### config.mk
export PLATFORM = sky130hd
export DESIGN_NAME = iiitb_cps
export DESIGN_NICKNAME = d
export VERILOG_FILES = /design/src/rtl/iiitb_cps.sv
export SDC_FILE = /design/constraint.sdc
export NUM_CORES = 1
export LEC_CHECK = 0
export ABC_AREA = 1
export CORE_UTILIZATION = 60
export DETAILED_ROUTE_END_ITERATION = 16
export DONT_BUFFER_PORTS = 1
export PLACE_DENSITY_LB_ADDON = 0.1
export SKIP_CTS_REPAIR_TIMING = 1
export SLEW_MARGIN = 20
export SYNTH_ARGS = -nofsm -noshare
export SYNTH_HDL_FRONTEND = slang
export SYNTH_SLANG_ARGS = --single-unit
### constraint.sdc
create_clock -name clk -period 1.65 [get_ports clk]
set_clock_uncertainty 0.05 [all_clocks]
set_input_delay 0.2475 -clock clk [delete_from_list [all_inputs] [get_ports clk]]
set_output_delay 0.2475 -clock clk [all_outputs]
set_load 0.02 [all_outputs]
### src/rtl/iiitb_cps.sv
// Parking gate controller: car detect -> timed password window -> go/stop LEDs + 2-digit display.
// Latency: outputs registered from current state, visible one clock after each state change.
// Backpressure: none; sensors and keypad are sampled level inputs every clock.
module iiitb_cps #(
  parameter int unsigned WAIT_CYCLES = 3,
  parameter logic [1:0]  PASS_1      = 2'b01,
  parameter logic [1:0]  PASS_2      = 2'b10
) (
  input  logic       clk,
  input  logic       reset_n,
  input  logic       sensor_entrance,
  input  logic       sensor_exit,
  input  logic [1:0] password_1,
  input  logic [1:0] password_2,
  output logic       GREEN_LED,
  output logic       RED_LED,
  output logic [6:0] HEX_1,
  output logic [6:0] HEX_2
);

  typedef enum logic [2:0] {
    IDLE          = 3'd0,
    WAIT_PASSWORD = 3'd1,
    WRONG_PASS    = 3'd2,
    RIGHT_PASS    = 3'd3,
    STOP          = 3'd4
  } state_t;

  localparam logic [31:0] WAIT_LIM = 32'(WAIT_CYCLES);

  localparam logic [6:0] SEG_BLANK = 7'h7F;
  localparam logic [6:0] SEG_E     = 7'h06;
  localparam logic [6:0] SEG_N     = 7'h2B;
  localparam logic [6:0] SEG_G     = 7'h02;
  localparam logic [6:0] SEG_O     = 7'h40;
  localparam logic [6:0] SEG_S     = 7'h12;
  localparam logic [6:0] SEG_P     = 7'h0C;

  state_t      state, state_nxt;
  logic [31:0] wait_cnt;
  logic        pass_ok;

  assign pass_ok = (password_1 == PASS_1) && (password_2 == PASS_2);

  always_ff @(posedge clk or negedge reset_n) begin
    if (!reset_n) begin
      state    <= IDLE;
      wait_cnt <= '0;
    end else begin
      state    <= state_nxt;
      // Counter only runs while waiting, so every new car starts a fresh window.
      wait_cnt <= (state == WAIT_PASSWORD) ? wait_cnt + 32'd1 : '0;
    end
  end

  always_comb begin
    state_nxt = state;
    case (state)
      IDLE: begin
        if (sensor_entrance) state_nxt = WAIT_PASSWORD;
      end
      WAIT_PASSWORD: begin
        if (wait_cnt > WAIT_LIM) state_nxt = pass_ok ? RIGHT_PASS : WRONG_PASS;
      end
      WRONG_PASS: begin
        if (pass_ok) state_nxt = RIGHT_PASS;
      end
      RIGHT_PASS: begin
        // A second car arriving while the first leaves is treated as tailgating.
        if (sensor_entrance && sensor_exit) state_nxt = STOP;
        else if (sensor_exit)               state_nxt = IDLE;
      end
      STOP: begin
        if (pass_ok) state_nxt = RIGHT_PASS;
      end
      default: state_nxt = IDLE;
    endcase
  end

  always_ff @(posedge clk or negedge reset_n) begin
    if (!reset_n) begin
      GREEN_LED <= 1'b0;
      RED_LED   <= 1'b0;
      HEX_1     <= SEG_BLANK;
      HEX_2     <= SEG_BLANK;
    end else begin
      case (state)
        IDLE: begin
          GREEN_LED <= 1'b0;
          RED_LED   <= 1'b0;
          HEX_1     <= SEG_BLANK;
          HEX_2     <= SEG_BLANK;
        end
        WAIT_PASSWORD: begin
          GREEN_LED <= 1'b0;
          RED_LED   <= 1'b1;
          HEX_1     <= SEG_E;
          HEX_2     <= SEG_N;
        end
        WRONG_PASS: begin
          GREEN_LED <= 1'b0;
          RED_LED   <= ~RED_LED;
          HEX_1     <= SEG_E;
          HEX_2     <= SEG_E;
        end
        RIGHT_PASS: begin
          GREEN_LED <= ~GREEN_LED;
          RED_LED   <= 1'b0;
          HEX_1     <= SEG_G;
          HEX_2     <= SEG_O;
        end
        STOP: begin
          GREEN_LED <= 1'b0;
          RED_LED   <= ~RED_LED;
          HEX_1     <= SEG_S;
          HEX_2     <= SEG_P;
        end
        default: begin
          GREEN_LED <= 1'b0;
          RED_LED   <= 1'b0;
          HEX_1     <= SEG_BLANK;
          HEX_2     <= SEG_BLANK;
        end
      endcase
    end
  end

endmodule

==> impl_metrics.csv, run 1 <==
group,metric,value,unit
synthesis,yosysMostFrequentCell,"nand2_1",
floorplan,ios,24,
place,hpwlAfterDp,4340,um
synthesis,ys.flop_type,"dfrtp_1",
global_route,antenna_found_initial,0,
timing,min_period,1528,ps
routing,num_vias,2291,
clocking,cts_root_buffer,"clkbuf_8",
floorplan,core_area,4115,um^2
place,numPortBuffers,0,
critical_path,slowest_delay,400,ps
clocking,cts-buffers-inserted,5,
timing,setup_tns,0,ps
timing,post-route-period-util,92.62,%
critical_path,path_max_fanout,6,
timing,fmax,0.6544,GHz
worst_hold_path,hp-class,"in -> reg",
synthesis,synth_area,2640,um^2
clocking,clk_pin_slew,90,ps
cells_and_area,seqCellArea,1110,um^2
cells_and_area,fin_util,68.44,%
critical_path,cp_cell_sequence,"ha_2 -> nand2_1 -> nor2_1 -> inv_1 -> nor2_4 -> nand3_2 -> nor2_1 -> nor2_1",
routing,dr.pass1.iters,4,
cells_and_area,nNetsFinal,396,
place,placed_area,2658,um^2
timing,hold_ws,31.23,ps
place,preCtsSetupSlack,104.7,ps
routing,ant_nets,0,
routing,routed_wl,5656,um
floorplan,fp.dieW,68.33,um
synthesis,synth_async_sr_flop_share,100.0,%
synthesis,yosys-top-cells-area,"dfrtp_1 35%, nand2_1 15%, nor2_1 14%",
global_route,grt_pass1_vias,2064,
synthesis,synth_top_area_share,35.07,%
routing,routed_via_density,5.231,
clocking,clock-sinks,44,
synthesis,synth_top_area_cell,"dfrtp_1",
synthesis,synth_nets,392,
job,cap_violations,0,
critical_path,timing_worst_setup_path_type,"reg -> reg",
synthesis,ys_ff_latch,44,
routing,remaining_drc_errors,0,
timing,finalSetupViolations,0,
clocking,clock_path_buffers,2,
run_status,outcome,"completed",
cells_and_area,layoutNonFillerInstCount,438,
power,irDropWorstVdd,623.0,uV
critical_path,path_common_cell,"nor2_1",
global_route,grt_overflow,0,
floorplan,row_count,23,
power,power_density,1191,nW/um^2
routing,drt-initial-drc-count,183,
timing,rsz0062_at_grt,"true",
synthesis,synth_edf_count,0,
cells_and_area,drive_gt1_share,10.31,%
routing,wl_per_cell,12.91,um
global_route,grt_pass1_wl,9301,um
cells_and_area,final_cell_area,2816,um^2
synthesis,ys_types,29,
cells_and_area,multiInputGateArea,1303,um^2
critical_path,required,1800,ps
synthesis,synthTopCellsByCount,"104 x nand2_1, 98 x nor2_1, 39 x inv_1, 37 x dfrtp_1, 25 x nand3_1",
power,p_leak,1.234,nW
clocking,h-tree-depth,2,
critical_path,start_kind,"flip-flop",
timing,setup_slack,121.8,ps
global_route,grt_usage,27.62,%
timing,finalHoldViolations,0,
critical_path,slowest_stage,"dfrtp_1",
timing,drv_slew,0,
clocking,cts_tree,"built",
place,dp_cells,428,
cells_and_area,area_delta_synth_final,6.682,%
floorplan,die_h,68.33,um
synthesis,yosysWarnings,0,
global_route,grt_max_degree,45,
synthesis,synth.avg_cell_area,6.893,um^2
critical_path,cp.arrival,1680,ps
synthesis,netlist_instances,383,
place,gp_congestion,0.9277,
clocking,insertion_delay,300,ps
floorplan,initial_core_util,64.15,%
floorplan,die_area,4669,um^2
cells_and_area,antenna_cells,0,
power,total_power,3.353,mW
synthesis,synth_seq_area_share,42.04,%
cells_and_area,nFillCells,348,
critical_path,end_kind,"flip-flop",
cells in the final DEF (no fill, tap or decap), types with 5 or more instances in the layout:
master and n:
nor2_1 97, nand2_1 104, o21ai_0 9, nor2_4 5
buf_4 5, nand3_1 25, inv_1 39, dfrtp_1 37
clkbuf_8 5, a21oi_1 14, nor3_1 11, dfstp_2 7
cells by family after synthesis:
| group | share of synthesized area, % |
|---|---|
| buffers and inverters | 8.815 |
| flip-flops | 42.04 |
| other | 0.1420 |
| AO/OA/AOI/OAI | 5.213 |
| AND/OR/NAND/NOR | 42.32 |
| adder cells (fa/ha/maj) | 0.4739 |
| XOR/XNOR | 0.9954 |
final timing paths:
check                             from           end  slack [ps]  cells past startpoint
setup / recovery           wait_cnt[0]  wait_cnt[20]         120                      8
hold / removal             sensor_exit      state[2]          30                      2
setup reg to reg           wait_cnt[0]  wait_cnt[20]         120                      8
hold reg to reg               state[0]      HEX_1[4]         430                      1
max in group asynchronous      reset_n      HEX_2[2]         900                      2
min in group asynchronous      reset_n  wait_cnt[29]         390                      2
critical path, delay by kind of cell (launching register included):
kind,cells,cell delay [ps]
fa+ha+maj,1,220
buf+inv,1,110
flops,1,400
simple gates,6,650
sequential cells by signal, summed over array words and instances (netlist names):
signal,cells
wait_cnt,32
GREEN_LED,1
state,3
HEX_2,6
RED_LED,1
HEX_1,1
cell type report:
type,count,share of cell area [%]
sequential,44,39.40
clock inverter,3,1.688
inverter,40,5.331
multi-input combinational,289,46.25
tap,50,2.221
timing repair buffer,7,2.665
clock buffer,5,2.443
report_power, final:
part / leakage (nW) / switching [mW] / internal [mW]
Combinational: 0.593 / 0.563 / 0.271
Clock: 0.0583 / 0.395 / 0.456
Sequential: 0.583 / 0.359 / 1.31
Total: 1.23 / 1.32 / 2.04
layer usage:
layer	track usage [%]	routed length, um	vias to the layer above
met5	0	0	-
met4	8.333	50	0
met3	7.500	345	7
met2	43.63	2630	62
met1	36.70	2630	1022
li1	-	-	1200
Power figures use the tool's default switching activity.
==> run 2: changes to the inputs <==
- CORE_MARGIN: default -> 5
==> run 2 against run 1 <==
Sequential power barely moved. Count of clock-buffer cells in the layout grew 1. Register-to-register slack about the same. Non-clock buffer count grew 2. Worst setup slack gained 8.1 ps. Clock power shrank 15%. Power down 3.9%. Sequential cell count did not move. Largest power group unchanged.
==> impl_metrics.csv, run 2 (synthesis results as in run 1) <==
group,metric,value,unit
cells_and_area,area_delta_synth_final,7.535,%
routing,remaining_drc_errors,0,
critical_path,rr_startpoint,"wait_cnt[0]",
power,total_power,3.222,mW
clocking,insertion_delay,300,ps
critical_path,path_common_cell,"nand2_1",
timing,post-route-period-util,92.13,%
place,hpwlAfterDp,4504,um
cells_and_area,fin_util,65.65,%
timing,finalHoldViolations,0,
worst_hold_path,whs_path_depth,2,
critical_path,r2r_cells,8,
routing,num_vias,2302,
cells_and_area,mostFrequentLayoutCells,"104 x nand2_1, 95 x nor2_1, 39 x inv_1, 36 x dfrtp_1, 25 x nand3_1",
routing,ant_nets,0,
cells_and_area,drive_gt1_share,11.54,%
global_route,grt_pass1_vias,2172,
cells_and_area,layoutNonFillerInstCount,442,
floorplan,ios,24,
worst_hold_path,hp-class,"in -> reg",
global_route,grt_usage,21.16,%
critical_path,critPathTopFamily,"simple AND/OR/NAND/NOR gates",
floorplan,row_count,24,
floorplan,die_area,5826,um^2
clocking,clock-sinks,44,
clocking,cts_root_buffer,"clkbuf_8",
cells_and_area,largest_registers,"wait_cnt x32, HEX_2 x6, state x3",
cells_and_area,nNetsFinal,398,
critical_path,path_max_fanout,6,
clocking,clock_path_buffers,2,
worst_hold_path,min_to,"state[2]",
clocking,h-tree-depth,2,
critical_path,slowest_delay,430,ps
global_route,grt_overflow,0,
timing,fmax,0.6578,GHz
critical_path,slowest_stage,"dfrtp_1",
global_route,antenna_found_initial,0,
cells_and_area,antenna_cells,0,
critical_path,cp_cell_sequence,"ha_4 -> nand2_1 -> inv_1 -> nand3_4 -> nor2_4 -> nand2_1 -> nor2_1 -> nor3_1",
floorplan,fp.dieW,76.33,um
floorplan,die_h,76.33,um
routing,routed_wl,5875,um
critical_path,end_kind,"flip-flop",
power,irDropWorstVdd,535.1,uV
routing,dr.pass1.iters,11,
critical_path,cp.arrival,1640,ps
routing,wl_per_cell,13.29,um
clocking,clk_pin_slew,90,ps
critical_path,timing_worst_setup_path_type,"reg -> reg",
floorplan,core_area,4324,um^2
timing,min_period,1520,ps
timing,finalSetupViolations,0,
cells_and_area,largest_register_ffs,32,
clocking,cts_tree,"built",
critical_path,crit_buf_inv,1,
critical_path,required,1770,ps
timing,drv_slew,0,
routing,routed_via_density,5.208,
cells_and_area,layout_commonest_cell,"nand2_1",
routing,drt-initial-drc-count,171,
cells_and_area,regMostFlops,"wait_cnt",
power,p_leak,1.230,nW
worst_hold_path,holdCritStartpoint,"sensor_entrance",
global_route,grt_max_degree,45,
place,numPortBuffers,0,
critical_path,r2r_setup_slack,130,ps
global_route,grt_pass1_wl,10080,um
floorplan,initial_core_util,61.05,%
place,gp_congestion,0.8969,
critical_path,start_kind,"flip-flop",
critical_path,r2r-end,"wait_cnt[18]",
clocking,cts-buffers-inserted,5,
timing,hold_ws,44.37,ps
timing,rsz0062_at_grt,"true",
run_status,outcome,"completed",
job,cap_violations,0,
place,dp_cells,432,
power,power_density,1135,nW/um^2
run 2: cell types whose count changed in the layout (fill, tap and decap cells not counted):
cell / delta
buf_4: +2
dfrtp_1: -1
clkbuf_8: +1
clkinv_4: -2
clkinvlp_4: +2
nor2_1: -2
nor2_2: +2
nand3_4: +1
bufinv_16: -1
ha_2: -1
ha_4: +1
dfrtp_2: +1
nand3_2: -1
run 2: layout make-up:
type,instances,area (um^2)
clock inverters,2,15.01
multi-input cells,289,1325
clock buffers,6,82.58
inverters,40,150.1
fillers,386,1485
well taps,52,65.06
flip-flops and latches,44,1111
repair buffers,9,90.09
run 2: worst reg2reg max path, delay by kind of cell, from the launching register on:
kind	cells	cell delay, ps
AND/OR/NAND/NOR	6	600
adder cells (fa/ha/maj)	1	170
flip-flops	1	430
buffers and inverters	1	140
run 2: metal layers:
metal  track usage [%]  wire [um]
met3             3.310        339
met5                 0          0
met1             29.64       2796
met4             6.818         96
met2             33.48       2642
run 2: power by group:
part	switching (mW)	total [mW]	internal, mW
Sequential	0.372	1.68	1.31
Combinational	0.557	0.820	0.264
Clock	0.382	0.721	0.339
Total	1.31	3.22	1.91
run 2: worst max path at each step:
stage / slack, ps / start / cells past startpoint / to
after floorplan: 280 / wait_cnt[0] / 8 / wait_cnt[26]
after global placement: 190 / wait_cnt[0] / 8 / wait_cnt[26]
after detailed placement: 110 / wait_cnt[0] / 8 / wait_cnt[26]
after CTS: 90 / wait_cnt[0] / 8 / wait_cnt[26]
after global routing: -10 / wait_cnt[0] / 9 / wait_cnt[22]
final: 130 / wait_cnt[0] / 8 / wait_cnt[18]
run 2: stage by stage:
step / worst slack (ps) / area [um^2] / TNS [ps]
after CTS: 85.20 / 2773 / 0
after global routing: -10.44 / 2839 / -10.44
after detailed placement: 106.8 / 2675 / 0
final: 129.9 / 2839 / 0
after global placement: 188.8 / 2675 / 0
after floorplan: 276.5 / 2640 / 0
==> run 3: changes to the inputs <==
- ABC_AREA: 1 -> default
- CORE_UTILIZATION: 60 -> 55
==> run 3 against run 2 <==
The flow now finishes with violations (negative setup slack). Utilization grew 11 points. Area after synthesis decreased by 10%. Final area up 10%. Largest power group unchanged.
==> impl_metrics.csv, run 3 <==
group,metric,value,unit
synthesis,ys.flop_type,"dfrtp_1",
timing,setup_slack,-174.8,ps
synthesis,synth_seq_area_share,46.81,%
critical_path,timing_worst_setup_path_type,"reg -> reg",
clocking,insertion_delay,300,ps
synthesis,yosys-top-cells-area,"dfrtp_1 39%, dfstp_2 7.8%, xor2_1 3.7%",
cells_and_area,layout_commonest_cell,"buf_4",
routing,remaining_drc_errors,0,
cells_and_area,regMostFlops,"wait_cnt",
floorplan,die_area,5724,um^2
synthesis,yosysWarnings,0,
global_route,grt_max_degree,45,
timing,worstMarginPinSlew,503.7,ps
timing,hold_ws,81.81,ps
critical_path,cp_cell_sequence,"nand4_1 -> or4_4 -> or4_4 -> a21oi_2",
floorplan,fp.dieW,75.66,um
cells_and_area,fin_util,76.55,%
timing,finalSetupViolations,14,
timing,fmax,0.5480,GHz
routing,dr.pass1.iters,7,
clocking,cts_tree,"built",
run_status,failed_checks,"negative setup slack",
cells_and_area,layoutNonFillerInstCount,349,
place,hpwlAfterDp,4154,um
critical_path,cp.arrival,2010,ps
critical_path,slowest_delay,590,ps
cells_and_area,largest_registers,"wait_cnt x32, HEX_2 x6, state x3",
timing,drv_slew,0,
synthesis,synth_area,2371,um^2
timing,finalHoldViolations,0,
power,p_sw,1.173,mW
timing,min_period,1825,ps
cells_and_area,nNetsFinal,307,
synthesis,synth_top_area_cell,"dfrtp_1",
clocking,clock_path_buffers,2,
global_route,grt_overflow,0,
place,numPortBuffers,0,
run_status,outcome,"finished with violations",
routing,wl_per_cell,18.92,um
global_route,grt_pass1_wl,9473,um
synthesis,synth_edf_count,0,
clocking,cts-buffers-inserted,5,
power,p_int,1.927,mW
synthesis,netlist_instances,244,
power,p_leak,1.352,nW
floorplan,core_area,4086,um^2
cells_and_area,nFillCells,265,
synthesis,synth.avg_cell_area,9.717,um^2
routing,drt-initial-drc-count,270,
routing,ant_nets,0,
timing,post-route-period-util,110.6,%
floorplan,ios,24,
synthesis,ys_types,50,
cells_and_area,mostFrequentLayoutCells,"64 x buf_4, 34 x dfrtp_1, 21 x nor2_1, 12 x nand4_1, 12 x nand2_1",
global_route,antenna_found_initial,0,
floorplan,row_count,23,
cells_and_area,drive_gt1_share,41.14,%
power,switching_share,37.84,%
synthesis,synthTopCellsByCount,"37 x dfrtp_1, 21 x nor2_1, 15 x a21oi_1",
floorplan,initial_core_util,58.02,%
cells_and_area,antenna_cells,0,
cells_and_area,area_delta_synth_final,31.93,%
cells_and_area,largest_register_ffs,32,
power,clockPowerShare,22.8,%
global_route,grt_pass1_vias,2039,
clocking,cts_root_buffer,"clkbuf_8",
synthesis,synth_nets,253,
routing,num_vias,2230,
place,dp_cells,327,
power,comb_power_share,23.8,%
synthesis,synth_top_area_share,39.05,%
critical_path,start_kind,"flip-flop",
clocking,clk_pin_slew,90,ps
critical_path,path_common_cell,"or4_4",
routing,routed_via_density,6.390,
floorplan,die_h,75.66,um
timing,max-slew-margin-rel,66.50,%
timing,rsz0062_at_grt,"true",
critical_path,end_kind,"flip-flop",
power,seqPwrFrac,53.4,%
synthesis,ys_ff_latch,44,
synthesis,yosysMostFrequentCell,"dfrtp_1",
job,cap_violations,0,
clocking,clock-sinks,44,
worst_hold_path,hp-class,"in -> reg",
place,gp_congestion,0.9140,
power,total_power,3.100,mW
global_route,grt_usage,21.97,%
synthesis,synth_async_sr_flop_share,100.0,%
critical_path,required,1840,ps
power,irDropWorstVdd,943.0,uV
critical_path,path_max_fanout,5,
routing,routed_wl,6604,um
critical_path,slowest_stage,"or4_4",
critical_path,r2r_setup_slack,-170,ps
power,power_density,991.0,nW/um^2
clocking,h-tree-depth,2,
==> run 3: through the flow <==
stage	TNS, ps	cell area (um^2)	setup slack, ps
2_1_floorplan	-501.6	2435	-147.4
6_report	-1143	3128	-174.8
3_5_place_dp	-1502	2739	-191.8
4_1_cts	-1774	2833	-209.6
3_3_place_gp	-590.6	2739	-127.7
5_1_grt	-2304	3128	-238.6
==> run 3: worst max-delay path: cells and delay by family, from the launching register on <==
family / cells / cell delay (ps)
compound gates: 1 / 120
flops: 1 / 430
simple gates: 3 / 1160
==> run 3: kinds of logic (layout without fill, tap and decap cells) <==
logic type               count (synthesis)  in the layout  share of synthesized area (%)
AND/OR/NAND/NOR                        116            117                          29.24
flip-flops                              44             44                          46.81
AO/OA/AOI/OAI                           40             40                          10.77
buffers and inverters                   26             80                          6.596
XOR/XNOR                                16             16                          5.910
adder cells (fa/ha/maj)                  1              1                         0.5276
other                                    1              1                         0.1582
==> run 3: area by class of cell <==
type                            count  area, um^2  area share (%)
Clock inverter                      1       7.507          0.2400
Timing Repair Buffer               70       563.0           18.00
Multi-Input combinational cell    175        1287           41.16
Sequential cell                    44        1114           35.60
Clock buffer                        7       86.33           2.760
Inverter                            2       7.507          0.2400
Tap cell                           50       62.56           2.000
==> run 3: power groups by stage <==
stage	Clock (mW)	Sequential [mW]	Combinational, mW
2_1_floorplan	0	1.54	0.685
3_3_place_gp	0	1.67	0.638
3_5_place_dp	0	1.68	0.671
4_1_cts	0.715	1.66	0.672
5_1_grt	0.764	1.69	0.796
6_report	0.708	1.65	0.738
==> run 3: path summary, 6_finish.rpt <==
check / startpoint / to / cells past startpoint
setup / recovery: wait_cnt[7] / wait_cnt[29] / 4
hold / removal: sensor_exit / state[2] / 2
setup reg to reg: wait_cnt[7] / wait_cnt[29] / 4
hold reg to reg: state[2] / HEX_2[4] / 1
max in group asynchronous: reset_n / HEX_2[1] / 2
min in group asynchronous: reset_n / RED_LED / 2
==> run 3: metal layers <==
metal / track usage [%] / wire length, um / up-vias
li1: - / - / 1006
met1: 29.43 / 2781 / 1109
met2: 35.19 / 3261 / 94
met3: 4.090 / 399 / 21
met4: 8.932 / 161 / 0
met5: 0 / 0 / -
